File: config.mk
export PLATFORM = sky130hd
export DESIGN_NAME = regfile_seq_server
export DESIGN_NICKNAME = d
export VERILOG_FILES = /design/src/rtl/regfile_seq_server.sv
export SDC_FILE = /design/constraint.sdc
export NUM_CORES = 2
export LEC_CHECK = 0
export CORE_MARGIN = 5
export CORE_UTILIZATION = 55
export DETAILED_ROUTE_END_ITERATION = 16
export GPL_TIMING_DRIVEN = 0
export MAX_ROUTING_LAYER = met4
export PLACE_DENSITY = 0.72
export SETUP_SLACK_MARGIN = 0.05
export SYNTH_ARGS = -nofsm -noshare
export SYNTH_HDL_FRONTEND = slang
export SYNTH_SLANG_ARGS = --single-unit
File: constraint.sdc
create_clock -name Clk -period 4.1 [get_ports Clk]
set_clock_uncertainty 0.1 [all_clocks]
set_input_delay 1.23 -clock Clk [delete_from_list [all_inputs] [get_ports Clk]]
set_output_delay 1.23 -clock Clk [all_outputs]
set_load 0.1 [all_outputs]
File: src/rtl/regfile_seq_server.sv
// Register file served over a valid/ready handshake. A fixed RD1 -> RD2 -> WR
// sequence keeps the flop array to a single access per cycle.
module regfile_seq_server #(
  parameter int WIDTH = 32,
  parameter int ADDRW = 5
) (
  input  logic             Clk,
  input  logic             ResetN,
  input  logic             ReqValid,
  output logic             ReqReady,
  input  logic [ADDRW-1:0] ReadRegister1,
  input  logic [ADDRW-1:0] ReadRegister2,
  input  logic [ADDRW-1:0] WriteRegister,
  input  logic [WIDTH-1:0] WriteData,
  input  logic             RegWrite,
  output logic             RespValid,
  input  logic             RespReady,
  output logic [WIDTH-1:0] ReadData1,
  output logic [WIDTH-1:0] ReadData2
);

  localparam int NREG = 2 ** ADDRW;

  localparam logic [2:0] S_IDLE = 3'd0;
  localparam logic [2:0] S_RD1  = 3'd1;
  localparam logic [2:0] S_RD2  = 3'd2;
  localparam logic [2:0] S_WR   = 3'd3;
  localparam logic [2:0] S_RESP = 3'd4;

  logic [2:0]       r_state;
  logic [2:0]       w_state_nxt;
  logic [WIDTH-1:0] r_mem [NREG];
  logic [ADDRW-1:0] r_ra1;
  logic [ADDRW-1:0] r_ra2;
  logic [ADDRW-1:0] r_wa;
  logic [WIDTH-1:0] r_wd;
  logic             r_we;
  logic [WIDTH-1:0] r_rd1;
  logic [WIDTH-1:0] r_rd2;
  logic             r_req_ready;
  logic             r_resp_valid;
  logic [ADDRW-1:0] w_rd_addr;
  logic [WIDTH-1:0] w_rd_data;

  assign ReqReady  = r_req_ready;
  assign RespValid = r_resp_valid;
  assign ReadData1 = r_rd1;
  assign ReadData2 = r_rd2;

  // Sequencer: one state per array access, response held until accepted.
  always_comb begin
    w_state_nxt = r_state;
    case (r_state)
      S_IDLE: begin
        if (ReqValid) begin
          w_state_nxt = S_RD1;
        end else begin
          w_state_nxt = S_IDLE;
        end
      end
      S_RD1:  w_state_nxt = S_RD2;
      S_RD2:  w_state_nxt = S_WR;
      S_WR:   w_state_nxt = S_RESP;
      S_RESP: begin
        if (RespReady) begin
          w_state_nxt = S_IDLE;
        end else begin
          w_state_nxt = S_RESP;
        end
      end
      default: w_state_nxt = S_IDLE;
    endcase
  end

  // The single read port is shared by RD1 and RD2; register 0 reads as zero.
  always_comb begin
    w_rd_addr = r_ra2;
    if (r_state == S_RD1) begin
      w_rd_addr = r_ra1;
    end else begin
      w_rd_addr = r_ra2;
    end
    if (w_rd_addr == '0) begin
      w_rd_data = '0;
    end else begin
      w_rd_data = r_mem[w_rd_addr];
    end
  end

  // State, handshake flags and latched request fields.
  always_ff @(posedge Clk) begin
    if (!ResetN) begin
      r_state      <= S_IDLE;
      r_req_ready  <= 1'b1;
      r_resp_valid <= 1'b0;
      r_ra1        <= '0;
      r_ra2        <= '0;
      r_wa         <= '0;
      r_wd         <= '0;
      r_we         <= 1'b0;
    end else begin
      r_state      <= w_state_nxt;
      r_req_ready  <= (w_state_nxt == S_IDLE);
      r_resp_valid <= (w_state_nxt == S_RESP);
      if ((r_state == S_IDLE) && ReqValid) begin
        r_ra1 <= ReadRegister1;
        r_ra2 <= ReadRegister2;
        r_wa  <= WriteRegister;
        r_wd  <= WriteData;
        r_we  <= RegWrite;
      end else begin
        r_ra1 <= r_ra1;
        r_ra2 <= r_ra2;
        r_wa  <= r_wa;
        r_wd  <= r_wd;
        r_we  <= r_we;
      end
    end
  end

  // Read results only move in RD1/RD2, so they stay stable through RESP.
  always_ff @(posedge Clk) begin
    if (!ResetN) begin
      r_rd1 <= '0;
      r_rd2 <= '0;
    end else begin
      if (r_state == S_RD1) begin
        r_rd1 <= w_rd_data;
      end else begin
        r_rd1 <= r_rd1;
      end
      if (r_state == S_RD2) begin
        r_rd2 <= w_rd_data;
      end else begin
        r_rd2 <= r_rd2;
      end
    end
  end

  // Storage array: cleared on reset, written only in WR and never at address 0.
  always_ff @(posedge Clk) begin
    if (!ResetN) begin
      for (int i = 0; i < NREG; i++) begin
        r_mem[i] <= '0;
      end
    end else begin
      if ((r_state == S_WR) && r_we && (r_wa != '0)) begin
        r_mem[r_wa] <= r_wd;
      end else begin
        r_mem <= r_mem;
      end
    end
  end

endmodule

==> results.cfg <==
[status]
status = complete, but fails checks
violations = max-capacitance violations, max-slew violations, negative setup slack

[critical_path]
worstPathRequired_ns = 4.67
worst_path_most_repeated_cell = buf_2
end_kind = register
crit_fanout = 10
crit_path_max_incr_delay_ns = 0.66
endpoint = ReadData2[17]$_SDFFE_PN0P_
crit_path_cell_trace = nor3b_2 -> buf_2 -> mux2_2 -> buf_2 -> a21oi_1 -> nand2_1 -> nand4_1 -> o211ai_1 -> a22o_1
reg2reg_slack_ns = -0.25
crit_type = reg2reg
arrival_ns = 4.92
rr_startpoint = r_state[0]$_SDFF_PN0_
r2r-end = ReadData2[17]$_SDFFE_PN0P_
r2r_cells = 9
start_kind = register
slowest_stage = o211ai_1
critPathLaunch = r_state[0]$_SDFF_PN0_

[power_and_ir_drop]
p_comb_share_pct = 14.5
p_sw_mw = 7.88
total_leakage_power_nw = 20.6
p_per_area_nw_per_um2 = 453
power.internal_mw = 18.3
power_mw = 26.2
pwr-share-seq_pct = 42.9
ir_drop_uv = 427
pwr-share-clk_pct = 42.6
power_switching_share_pct = 30.1

[floorplan]
dieArea_um2 = 98600
die-width_um = 314
core_area_um2 = 91700
initial_utilization_pct = 55.5
ioPinCount = 118
die_h_um = 314
fp-row-count = 111

[min_path]
hp-start = r_mem[998]$_SDFFE_PN0P_
timing.hold.worst_path_depth = 1
hold_class = reg2reg

[synth]
synth_ff_type = dfxtp_1
synth_cell_types = 58
async_reset_ff_share_pct = 0
synth-seq-area-share_pct = 44.7
synthesis.area_um2 = 50800
synth_seq_cells = 1134
syn_inst = 6364
ys_warn_count = 0
syn_area_per_cell_um2 = 7.99
syn_nets = 6416
synth_edf_count = 0

[sta]
drv_slew = 17
relSlewSlack_pct = -2.53
fmax_mhz = 230
worst_slack_ns = -0.252
finalCritPeriodShare_pct = 106
rsz0062_at_grt = yes
worst_slew_pin_slew_ns = 1.54
hold_viol_final = 0
min_period_ns = 4.35
finalSetupViolCount = 40

[finish]
drive_gt1_share_pct = 5.71
multi_input_area_um2 = 26000
fin_area_um2 = 57900
final_util_pct = 63.1
instances_no_fill = 7907
ff_latch_area_um2 = 22700
final.fill_count = 8283
final_cell_mix = nand2_1 (2,546), dfxtp_1 (1,134), a21boi_0 (1,040)
mostFrequentLayoutCell = nand2_1
fin_nets = 6656
area_growth_pct = 13.8

[cts]
cts.sinks = 1134
clock-root-buffer = clkbuf_16
cts_tree = yes
ctsHoldBuffers = 0
cts.clk_slew.worst_paths_ns = 0.06
cts_made_buffers = 115
clockBufferDepth = 3
h-tree-depth = 3
insertion_delay_ns = 0.75

[detailed_routing]
via_per_inst = 6.44
avgRoutedWirePerCell_um = 32.6
drt-pass1-iter-count = 8
via_count = 50900
drc = 0
first_iter_violations = 9091
wl_mm = 258
drtAntennaViolNets = 0

[placed_design]
routabilityCongestion = 1.16
hpwl_mm = 189
io_buffers = 116
placed_area_um2 = 53500
dp.cells = 7669

[global_route]
antenna_found_initial = 23
grt_max_degree = 15
grt_pass1_vias = 45600
grt_usage_pct = 51.5
grt_overflow = 0
grt_pass1_wl_mm = 348

[flow_run]
maxCapViolCount = 2
==> repair_timing <==
item | CTS | global route
cloned | 0 | 0
setup endpoints to repair | 57 | 160
buffers inserted | 1 | 3
pin swaps | 1 | 3
resized for setup | 43 | 54
==> routing by layer <==
layer  GRT usage [%]  vias to the layer above  share of wire, %
met2            67.6                     4002                39
met4            35.9                        0               9.1
met5               -                        -                 0
met1            62.5                    24200                36
met3            22.8                     1054                17
li1                -                    21600                 -
==> critical path, delay by kind of cell (launching register included) <==
kind	cells	cell delay [ns]
AOI/OAI and AO/OA	3	0.99
buffers and inverters	2	1.11
DFF	1	0.40
muxes	1	0.53
and+or+nand+nor	3	1.12
==> stage by stage <==
| step | hold slack [ns] | setup TNS, ns | worst slack (ns) |
|---|---|---|---|
| floorplan | 0.330 | 0 | 1.38 |
| global placement | 0.342 | -114.07 | -1.01 |
| detailed placement | 0.344 | -101.16 | -0.756 |
| CTS | 0.362 | -1.53 | -0.222 |
| global route | 0.374 | -0.164 | -0.0800 |
| finish | 0.363 | -2.99 | -0.252 |
==> logic make-up (layout without fill, tap and decap cells) <==
group           Yosys count  in the layout  synth area share [%]
mux                     412            412                  8.14
flops                  1134           1134                  44.7
xor+xnor                  1              1                0.0172
compound gates         1360           1360                  19.9
buf+inv                 578            909                  4.85
other cells               0             26                     0
simple gates           2879           2879                  22.4
==> synthesized netlist by cell type, types with 12 or more instances <==
master	n	share of area [%]
a211oi_1	12	0.18
a21boi_0	1040	15
a21oi_1	61	0.60
a22o_1	57	0.98
a22oi_1	24	0.35
a31oi_1	26	0.32
a32oi_1	25	0.43
and2_1	28	0.34
buf_2	43	0.42
buf_4	38	0.56
buf_6	13	0.29
clkbuf_1	473	3.5
dfxtp_1	1134	45
mux2i_1	404	8.0
nand2_1	2547	19
nand3_1	170	1.7
nand4_1	28	0.34
nor2_1	50	0.37
o211ai_1	16	0.24
o21ai_0	13	0.13
o22ai_1	49	0.60
==> power groups by stage <==
| stage | Combinational (mW) | Clock [mW] | Sequential (mW) |
|---|---|---|---|
| 5_1_grt | 3.64 | 11.5 | 11.2 |
| 6_report | 3.79 | 11.2 | 11.2 |
| 2_1_floorplan | 1.47 | 0 | 11.6 |
| 3_3_place_gp | 3.39 | 0 | 11.5 |
| 3_5_place_dp | 3.40 | 0 | 11.5 |
| 4_1_cts | 3.44 | 11.0 | 11.2 |
==> sequential cells by signal, summed over array words and instances, names as in the netlist <==
name       count
r_mem       1017
r_wa           5
r_wd          32
r_ra1          5
r_we           1
ReadData2     32
r_ra2          5
ReqReady       1
r_state        3
RespValid      1
ReadData1     32
==> area by class of cell <==
class / instances / area share [%]
clock buffers: 164 / 5.78
repair buffers: 123 / 2.14
plain buffers: 571 / 4.32
well taps: 1186 / 2.56
multi-input cells: 4652 / 44.9
clock inverters: 44 / 0.934
flip-flops and latches: 1134 / 39.2
inverters: 7 / 0.0454
diodes: 26 / 0.112
==> worst min-delay path by stage <==
| stage | to | slack, ns |
|---|---|---|
| global route | r_mem[993]$_SDFFE_PN0P_ | 0.37 |
| global placement | r_mem[1019]$_SDFFE_PN0P_ | 0.34 |
| detailed placement | r_mem[1005]$_SDFFE_PN0P_ | 0.34 |
| floorplan | r_mem[1001]$_SDFFE_PN0P_ | 0.33 |
| finish | r_mem[998]$_SDFFE_PN0P_ | 0.36 |
| CTS | r_mem[998]$_SDFFE_PN0P_ | 0.36 |
Power figures use the tool's default switching activity.
